--- config.mk ---
export PLATFORM = sky130hd
export DESIGN_NAME = if_fetch_unit
export DESIGN_NICKNAME = d
export VERILOG_FILES = /design/src/rtl/if_fetch_unit_pkg.sv /design/src/rtl/if_skid_buf.sv /design/src/rtl/if_fetch_unit.sv
export SDC_FILE = /design/constraint.sdc
export NUM_CORES = 1
export LEC_CHECK = 0
export BUFFER_PORTS_ARGS = -buffer_cell sky130_fd_sc_hd__buf_2
export CELL_PAD_IN_SITES_DETAIL_PLACEMENT = 1
export CELL_PAD_IN_SITES_GLOBAL_PLACEMENT = 1
export CORE_MARGIN = 1
export CORE_UTILIZATION = 40
export DETAILED_ROUTE_END_ITERATION = 6
export GPL_TIMING_DRIVEN = 0
export PLACE_DENSITY = 0.8
export SYNTH_ARGS = -nofsm -noshare
export SYNTH_HDL_FRONTEND = slang
export SYNTH_SLANG_ARGS = --single-unit
--- constraint.sdc ---
create_clock -name clk_i -period 2.85 [get_ports clk_i]
set_input_delay 0.4275 -clock clk_i [delete_from_list [all_inputs] [get_ports clk_i]]
set_output_delay 0.4275 -clock clk_i [all_outputs]
set_load 0.05 [all_outputs]
--- src/rtl/if_fetch_unit_pkg.sv ---
// Shared definitions for the instruction fetch unit: NOP encoding, state encoding, width default.
package if_fetch_unit_pkg;

  localparam int unsigned XLEN_DEFAULT = 32;
  localparam logic [31:0] NOP_INSTR    = 32'h0000_0013;

  typedef enum logic [1:0] {
    ST_IDLE = 2'd0,
    ST_REQ  = 2'd1,
    ST_HOLD = 2'd2,
    ST_DROP = 2'd3
  } fetch_state_e;

endpackage

--- src/rtl/if_skid_buf.sv ---
// One-entry skid buffer parking an instruction that returned while the pipeline was stalled.
module if_skid_buf
  import if_fetch_unit_pkg::*;
#(
  parameter int XLEN = XLEN_DEFAULT
) (
  input  logic            clk_i,
  input  logic            rst_i,
  input  logic            load_i,
  input  logic            unload_i,
  input  logic            clear_i,
  input  logic [XLEN-1:0] pc_i,
  input  logic [XLEN-1:0] instr_i,
  output logic            valid_o,
  output logic [XLEN-1:0] pc_o,
  output logic [XLEN-1:0] instr_o
);

  localparam logic [XLEN-1:0] NOP_X = XLEN'(NOP_INSTR);

  logic            valid_d, valid_q;
  logic [XLEN-1:0] pc_d, pc_q;
  logic [XLEN-1:0] instr_d, instr_q;

  // clear wins over load so a redirect can never leave a stale entry behind
  always_comb begin
    valid_d = valid_q;
    pc_d    = pc_q;
    instr_d = instr_q;
    if (clear_i || unload_i) begin
      valid_d = 1'b0;
    end else if (load_i) begin
      valid_d = 1'b1;
      pc_d    = pc_i;
      instr_d = instr_i;
    end
  end

  always_ff @(posedge clk_i) begin
    if (rst_i) begin
      valid_q <= 1'b0;
      pc_q    <= '0;
      instr_q <= NOP_X;
    end else begin
      valid_q <= valid_d;
      pc_q    <= pc_d;
      instr_q <= instr_d;
    end
  end

  assign valid_o = valid_q;
  assign pc_o    = pc_q;
  assign instr_o = instr_q;

endmodule

--- src/rtl/if_fetch_unit.sv ---
// Instruction fetch stage: PC sequencing, imem handshake, IF/ID register, stall skid and flush drop.
// state | meaning
// IDLE  | post-reset cycle, no request
// REQ   | request at pc outstanding
// HOLD  | acked instruction parked in skid buffer while stalled
// DROP  | request from before a flush still in flight; its data is discarded
module if_fetch_unit
  import if_fetch_unit_pkg::*;
#(
  parameter int              XLEN     = XLEN_DEFAULT,
  parameter logic [XLEN-1:0] PC_RESET = '0
) (
  input  logic            clk_i,
  input  logic            rst_i,
  input  logic            stall_i,
  input  logic            flush_i,
  input  logic [XLEN-1:0] target_i,
  output logic            imem_req_o,
  output logic [XLEN-1:0] imem_addr_o,
  input  logic            imem_ack_i,
  input  logic [XLEN-1:0] imem_rdata_i,
  output logic [XLEN-1:0] ifid_pc_o,
  output logic [XLEN-1:0] ifid_instr_o,
  output logic            ifid_valid_o,
  output logic            fetch_busy_o
);

  localparam logic [XLEN-1:0] NOP_X = XLEN'(NOP_INSTR);
  localparam logic [XLEN-1:0] PC_INC = XLEN'(4);

  fetch_state_e    state_d, state_q;
  logic [XLEN-1:0] pc_d, pc_q;
  logic [XLEN-1:0] drop_addr_d, drop_addr_q;
  logic [XLEN-1:0] ifid_pc_d, ifid_pc_q;
  logic [XLEN-1:0] ifid_instr_d, ifid_instr_q;
  logic            ifid_valid_d, ifid_valid_q;

  logic            skid_load, skid_unload, skid_clear, skid_valid;
  logic [XLEN-1:0] skid_pc, skid_instr;

  always_comb begin
    state_d      = state_q;
    pc_d         = pc_q;
    drop_addr_d  = drop_addr_q;
    ifid_pc_d    = ifid_pc_q;
    ifid_instr_d = ifid_instr_q;
    ifid_valid_d = ifid_valid_q;
    skid_load    = 1'b0;
    skid_unload  = 1'b0;
    skid_clear   = 1'b0;
    if (flush_i) begin
      pc_d         = target_i;
      ifid_valid_d = 1'b0;
      ifid_instr_d = NOP_X;
      skid_clear   = 1'b1;
      state_d      = ST_REQ;
      // an un-acked request cannot be withdrawn; wait it out with its original address
      if ((state_q == ST_REQ || state_q == ST_DROP) && !imem_ack_i) begin
        state_d = ST_DROP;
      end
      if (state_q == ST_REQ) begin
        drop_addr_d = pc_q;
      end
    end else begin
      case (state_q)
        ST_IDLE: state_d = ST_REQ;
        ST_REQ: begin
          if (imem_ack_i) begin
            if (stall_i) begin
              skid_load = 1'b1;
              state_d   = ST_HOLD;
            end else begin
              ifid_pc_d    = pc_q;
              ifid_instr_d = imem_rdata_i;
              ifid_valid_d = 1'b1;
              pc_d         = pc_q + PC_INC;
            end
          end else if (!stall_i) begin
            ifid_valid_d = 1'b0;
            ifid_instr_d = NOP_X;
          end
        end
        ST_HOLD: begin
          if (!stall_i) begin
            ifid_pc_d    = skid_pc;
            ifid_instr_d = skid_instr;
            ifid_valid_d = skid_valid;
            skid_unload  = 1'b1;
            pc_d         = pc_q + PC_INC;
            state_d      = ST_REQ;
          end
        end
        ST_DROP: begin
          ifid_valid_d = 1'b0;
          ifid_instr_d = NOP_X;
          if (imem_ack_i) begin
            state_d = ST_REQ;
          end
        end
        default: state_d = ST_IDLE;
      endcase
    end
  end

  always_ff @(posedge clk_i) begin
    if (rst_i) begin
      state_q      <= ST_IDLE;
      pc_q         <= PC_RESET;
      drop_addr_q  <= '0;
      ifid_pc_q    <= '0;
      ifid_instr_q <= NOP_X;
      ifid_valid_q <= 1'b0;
    end else begin
      state_q      <= state_d;
      pc_q         <= pc_d;
      drop_addr_q  <= drop_addr_d;
      ifid_pc_q    <= ifid_pc_d;
      ifid_instr_q <= ifid_instr_d;
      ifid_valid_q <= ifid_valid_d;
    end
  end

  if_skid_buf #(.XLEN(XLEN)) u_skid (
    .clk_i    (clk_i),
    .rst_i    (rst_i),
    .load_i   (skid_load),
    .unload_i (skid_unload),
    .clear_i  (skid_clear),
    .pc_i     (pc_q),
    .instr_i  (imem_rdata_i),
    .valid_o  (skid_valid),
    .pc_o     (skid_pc),
    .instr_o  (skid_instr)
  );

  // request is masked while reset is asserted, whatever state the flops still hold
  assign imem_req_o   = (state_q == ST_REQ || state_q == ST_DROP) && !rst_i;
  assign imem_addr_o  = (state_q == ST_DROP) ? drop_addr_q : pc_q;
  assign fetch_busy_o = imem_req_o && !imem_ack_i;
  assign ifid_pc_o    = ifid_pc_q;
  assign ifid_instr_o = ifid_instr_q;
  assign ifid_valid_o = ifid_valid_q;

endmodule

# Word-level counts from Yosys, hierarchy flattened
# Cells that the tools add are included.
word_totals:
  out_inout_bits: 99
  reg_bits: 196
  elab_cells: 75
  inputBits: 69
classes:
  n_bitwise: 2
  eq_ne: 10
  n_reduce_logical: 19
  n_addsub: 1
  n_mux: 34
ops:
  columns: ["op", "count"]
  rows:
  - ["2-to-1 mux 32 bit", 11]
  - ["one-hot mux 32 bit (2 select lines)", 2]
  - ["one-hot mux 32 bit (3 select lines)", 1]
  - ["adder 32 x 3 -> 32 bit (second input constant)", 1]
  - ["2-to-1 mux 1 bit", 12]
  - ["2-to-1 mux 2 bit", 6]
  - ["inequality test 3 bit (second input constant)", 4]
  - ["one-hot mux 2 bit (4 select lines)", 1]
  - ["inequality test 2 bit (second input constant)", 3]
  - ["AND reduction 2 bit", 3]
  - ["nonzero test 3 bit", 2]
  - ["AND reduction 5 bit", 1]
  - ["equality test 2 bit (second input constant)", 2]
  - ["AND reduction 4 bit", 1]
  - ["OR reduction 2 bit", 2]
  - ["logical AND 1 bit", 3]
  - ["one-hot mux 1 bit (3 select lines)", 1]
  - ["AND reduction 3 bit", 1]
  - ["equality test 2 x 1 -> 1 bit (second input constant)", 1]
  - ["zero test 1 bit", 2]
  - ["zero test 2 bit", 1]
  - ["logical OR 1 bit", 2]
  - ["NOT 1 bit", 2]
  - ["nonzero test 2 bit", 1]

# Depth between registers and ports, before layout
logic_depth:
  ltp_word: 6
  depth_mapped: 9
  mapped_depth_nobuf: 6

# Hierarchy
# Synthesis repeated with hierarchy kept, for this count alone.
unflattened:
  hier_cells: 1026
  area_unflattened_um2: 9461.6
by_module_without_submodules:
  columns: ["module", "area_each_um2", "seq_area_each_um2", "n_inst", "cells_each"]
  rows:
  - ["if_fetch_unit", 6525.0, 2622.5, 1, 745]
  - ["if_skid_buf", 2936.6, 1301.2, 1, 281]

# Least setup slack after synthesis
# Ideal clock, no wire load.
synth_path:
  path_kind: "register -> output"
  start: "register state_q[0]"
  end: "output imem_addr_o[21]"
  t_arrival_ns: 2.100
  path_buffers: 2
  path_slack_ns: 0.322
  t_required_ns: 2.423
  stages_incl_launch_ff: 5
  path_cell_list: "dfxtp_1 > ha_1 > clkbuf_1 > buf_1 > o21ai_0"
synth_between:
  elab_chain_cells: 2
synth_rtl:
  columns: ["item", "line", "rtl"]
  rows:
  - ["from (decl)", "if_fetch_unit.sv:31", "fetch_state_e state_d, state_q;"]
  - ["from (signal assigned)", "if_fetch_unit.sv:114", "state_q <= state_d;"]
  - ["equality test 2 bit", "if_fetch_unit.sv:138", "assign imem_addr_o = (state_q == ST_DROP) ? drop_addr_q : pc_q;"]
  - ["2-to-1 mux 32 bit", "if_fetch_unit.sv:138", null]
  - ["to (decl)", "if_fetch_unit.sv:19", "output logic [XLEN-1:0] imem_addr_o,"]
# Every way passes these cells.

# Worst setup path after layout
layout_path:
  start: "register state_q[0]"
  end: "output imem_addr_o[5]"
# The elaborated chain is that of the path after synthesis.

==> flow_metrics.env <==
export IMPL_status="finished clean"
export IMPL_synthAdderAreaFrac=0.00581
export IMPL_clkLatencyLatePin_ns=0.44
export IMPL_synth_top_family_by_area="compound AO/OA/AOI/OAI gates"
export IMPL_slew_viol_final=0
export IMPL_start_kind="register"
export IMPL_antenna_found_initial=0
export IMPL_synth_cells=1033
export IMPL_routedWlPerCell_um=19.4
export IMPL_fill_cells=2628
export IMPL_vias=8464
export IMPL_ys_seq_area_frac=0.455
export IMPL_place_gp_congestion=0.843
export IMPL_wl_um=29200
export IMPL_clk_path_buf_depth=2
export IMPL_root_buffer="clkbuf_16"
export IMPL_hold_viol_final=0
export IMPL_grt_overflow_total=0
export IMPL_fmax_mhz=366
export IMPL_fp_coreArea_mm2=0.0211
export IMPL_stdcell_count=1505
export IMPL_grt_pass1_vias=8721
export IMPL_ios=168
export IMPL_rrSetupSlack_ns=0.21
export IMPL_slew_headroom=0.289
export IMPL_switching_share=0.340
export IMPL_n_antenna_cell=0
export IMPL_die_h_um=149
export IMPL_syn_area_mm2=0.00862
export IMPL_path_clk_slew_ns=0.07
export IMPL_die_area_mm2=0.0221
export IMPL_design_area_mm2=0.0104
export IMPL_first_pass_iters=4
export IMPL_fp_row_count=53
export IMPL_intPower_mw=4.65
export IMPL_post_route_min_period_ns=2.73
export IMPL_period_share=0.959
export IMPL_fin_nets=1290
export IMPL_cp_max_fo=10
export IMPL_powerDensity_mw_per_mm2=676
export IMPL_synthesis_nets=1106
export IMPL_synth_cell_types=51
export IMPL_critPathRequiredTime_ns=2.42
export IMPL_synth_compound_area_frac=0.212
export IMPL_synth_area_leaders="dfxtp_1 46%, nand2_1 8.9%, a21oi_1 7.5%"
export IMPL_vdd_drop_max_mv=0.401
export IMPL_numCtsBuffers=17
export IMPL_synth_seq_cells=196
export IMPL_min_path_type="in -> reg"
export IMPL_dpl_instance_area_mm2=0.00979
export IMPL_layout_drive_gt1_share=0.207
export IMPL_avgSynthCellArea_um2=8.34
export IMPL_rsz0062_at_grt="no"
export IMPL_dpl_cell_count=1473
export IMPL_route_detailed_drc=0
export IMPL_ys_warn_count=0
export IMPL_area_delta_synth_final_pct=20.8
export IMPL_post_cts_buffers=0
export IMPL_drv_cap=0
export IMPL_p_clk_frac=0.360
export IMPL_grt_use_total=0.267
export IMPL_synth_simple_area_share=0.184
export IMPL_grt_max_degree=19
export IMPL_via_per_inst=5.62
export IMPL_arrival_ns=2.31
export IMPL_setup_viol=0
export IMPL_clock_sinks=196
export IMPL_p_comb_frac=0.215
export IMPL_fp_dieW_um=149
export IMPL_netlist_area_leader_share=0.455
export IMPL_grt_pass1_wl_um=45800
export IMPL_drtIter0Drc=462
export IMPL_switchingPower_mw=2.39
export IMPL_synthMuxAreaShare=0.0836
export IMPL_fin_skew_ns=0.00669
export IMPL_async_flop_share=0
export IMPL_synth_edf_count=0
export IMPL_setup_tns_ns=0
export IMPL_slowest_stage="dfxtp_1"
export IMPL_tightest_slew_ns=1.05
export IMPL_leakagePower_nw=3.83
export IMPL_synth_top_cell_by_area="dfxtp_1"
export IMPL_synth_flop_cell="dfxtp_1"
export IMPL_yosys_area_share_xor_xnor=0.00711
export IMPL_ant_nets=0
export IMPL_critPathMaxStageDelay_ns=0.39
export IMPL_path_cells="ha_1 -> clkbuf_2 -> buf_2 -> mux2_2 -> buf_2"
export IMPL_pwr_share_seq=0.426
export IMPL_cts_tree="done"
export IMPL_endpoint_kind="primary output"
export IMPL_hpwl_um=20700
export IMPL_cp_common_cell="buf_2"
export IMPL_h_tree_depth=4
export IMPL_initial_core_util=0.409
export IMPL_crit_type="reg -> out"
export IMPL_io_buffer_count=165
-- synth_stat cells (8+ instances only) --
cell type  number
inv_1           8
nor2_1         71
a21oi_1       130
buf_1           8
a22oi_1        29
a211oi_1       70
clkbuf_1       84
mux2i_1        36
or4_1          10
a311oi_1       13
o31ai_1         9
o21ai_0        16
buf_2           8
nand3_1        18
dfxtp_1       196
mux2_2         32
nand2_1       204
-- worst max-delay path, delay by kind of cell (launching register included) --
family / cells / cell delay, ns
multiplexers: 1 / 0.39
flip-flops: 1 / 0.39
adder cells (fa/ha/maj): 1 / 0.21
buffers and inverters: 3 / 0.86
-- flip-flops by register name, indices dropped and copies added (netlist names), 2 cells and up --
register        count
pc_q               32
u_skid.instr_o     32
ifid_pc_o          32
drop_addr_q        32
ifid_instr_o       32
state_q             2
u_skid.pc_o        32
-- metrics by stage --
step                worst slack [ns]  total power [mW]   util  hold slack [ns]
CTS                           0.0662              7.06  0.493            0.206
floorplan                      0.322              4.11      -            0.433
global route                  0.0163              7.31  0.494            0.227
finish                         0.117              7.04  0.494            0.216
global placement               0.111              4.53  0.464            0.438
detailed placement             0.116              4.56  0.464            0.447
-- timing repair --
| item | CTS | global route |
|---|---|---|
| hold buffers | 0 | 0 |
| gates resized for setup | 4 | 3 |
| cloned | 0 | 0 |
| endpoints found under the setup margin | 27 | 4 |
| hold endpoints to repair | 0 | 0 |
-- worst paths after layout --
path / startpoint / to / depth (start not counted)
worst min-delay path: imem_rdata_i[4] / u_skid.instr_o[4] / 3
worst min register to register: drop_addr_q[4] / drop_addr_q[4] / 2
worst max register to register: state_q[1] / pc_q[18] / 9
worst max-delay path: state_q[0] / imem_addr_o[5] / 5
-- cells in the final DEF, fill, tap and decap left out, drive strengths merged, types with 3 or more instances in the layout --
| cell | count |
|---|---|
| a211oi | 70 |
| a21oi | 130 |
| a22oi | 29 |
| a2bb2oi | 3 |
| a311oi | 13 |
| a32oi | 5 |
| and3 | 4 |
| and4 | 3 |
| buf | 183 |
| clkbuf | 105 |
| clkinv | 5 |
| dfxtp | 196 |
| ha | 4 |
| inv | 14 |
| mux2 | 32 |
| mux2i | 36 |
| nand2 | 204 |
| nand2b | 3 |
| nand3 | 18 |
| nand4 | 8 |
| nand4b | 3 |
| nor2 | 71 |
| nor3 | 5 |
| nor3b | 5 |
| nor4 | 3 |
| nor4b | 3 |
| o211ai | 4 |
| o21ai | 16 |
| o31ai | 9 |
| or2 | 4 |
| or3 | 7 |
| or4 | 10 |
| xnor2 | 7 |
-- power by group through the flow --
stage | combinational (mW) | clock, mW | sequential, mW
after floorplan | 0.770 | 0 | 3.34
after global placement | 1.48 | 0 | 3.05
after detailed placement | 1.51 | 0 | 3.06
after CTS | 1.51 | 2.56 | 2.99
after global routing | 1.62 | 2.67 | 3.01
final | 1.51 | 2.53 | 2.99
-- routing by layer --
metal | GRT usage | up-vias | part of all wire
met1 | 0.338 | 4120 | 0.44
met2 | 0.454 | 260 | 0.48
met3 | 0.0407 | 51 | 0.055
met5 | 0 | - | 0
met4 | 0.109 | 0 | 0.028
li1 | - | 4033 | -
-- layout make-up --
| class | count | area (µm²) | share of cell area |
|---|---|---|---|
| flip-flops and latches | 196 | 3920 | 0.377 |
| plain buffers | 105 | 430 | 0.0413 |
| well taps | 275 | 344 | 0.0330 |
| inverters | 9 | 33.8 | 0.00324 |
| clock buffers | 18 | 439 | 0.0422 |
| clock inverters | 14 | 169 | 0.0162 |
| repair buffers | 165 | 826 | 0.0793 |
| multi-input cells | 723 | 4250 | 0.408 |
-- cell families after synthesis --
kind of cell,count (synthesis)
AND/OR/NAND/NOR,357
AO/OA/AOI/OAI,287
XOR/XNOR,7
flip-flops,196
buffers and inverters,114
multiplexers,68
adder cells (fa/ha/maj),4
Power figures use the tool's default switching activity.
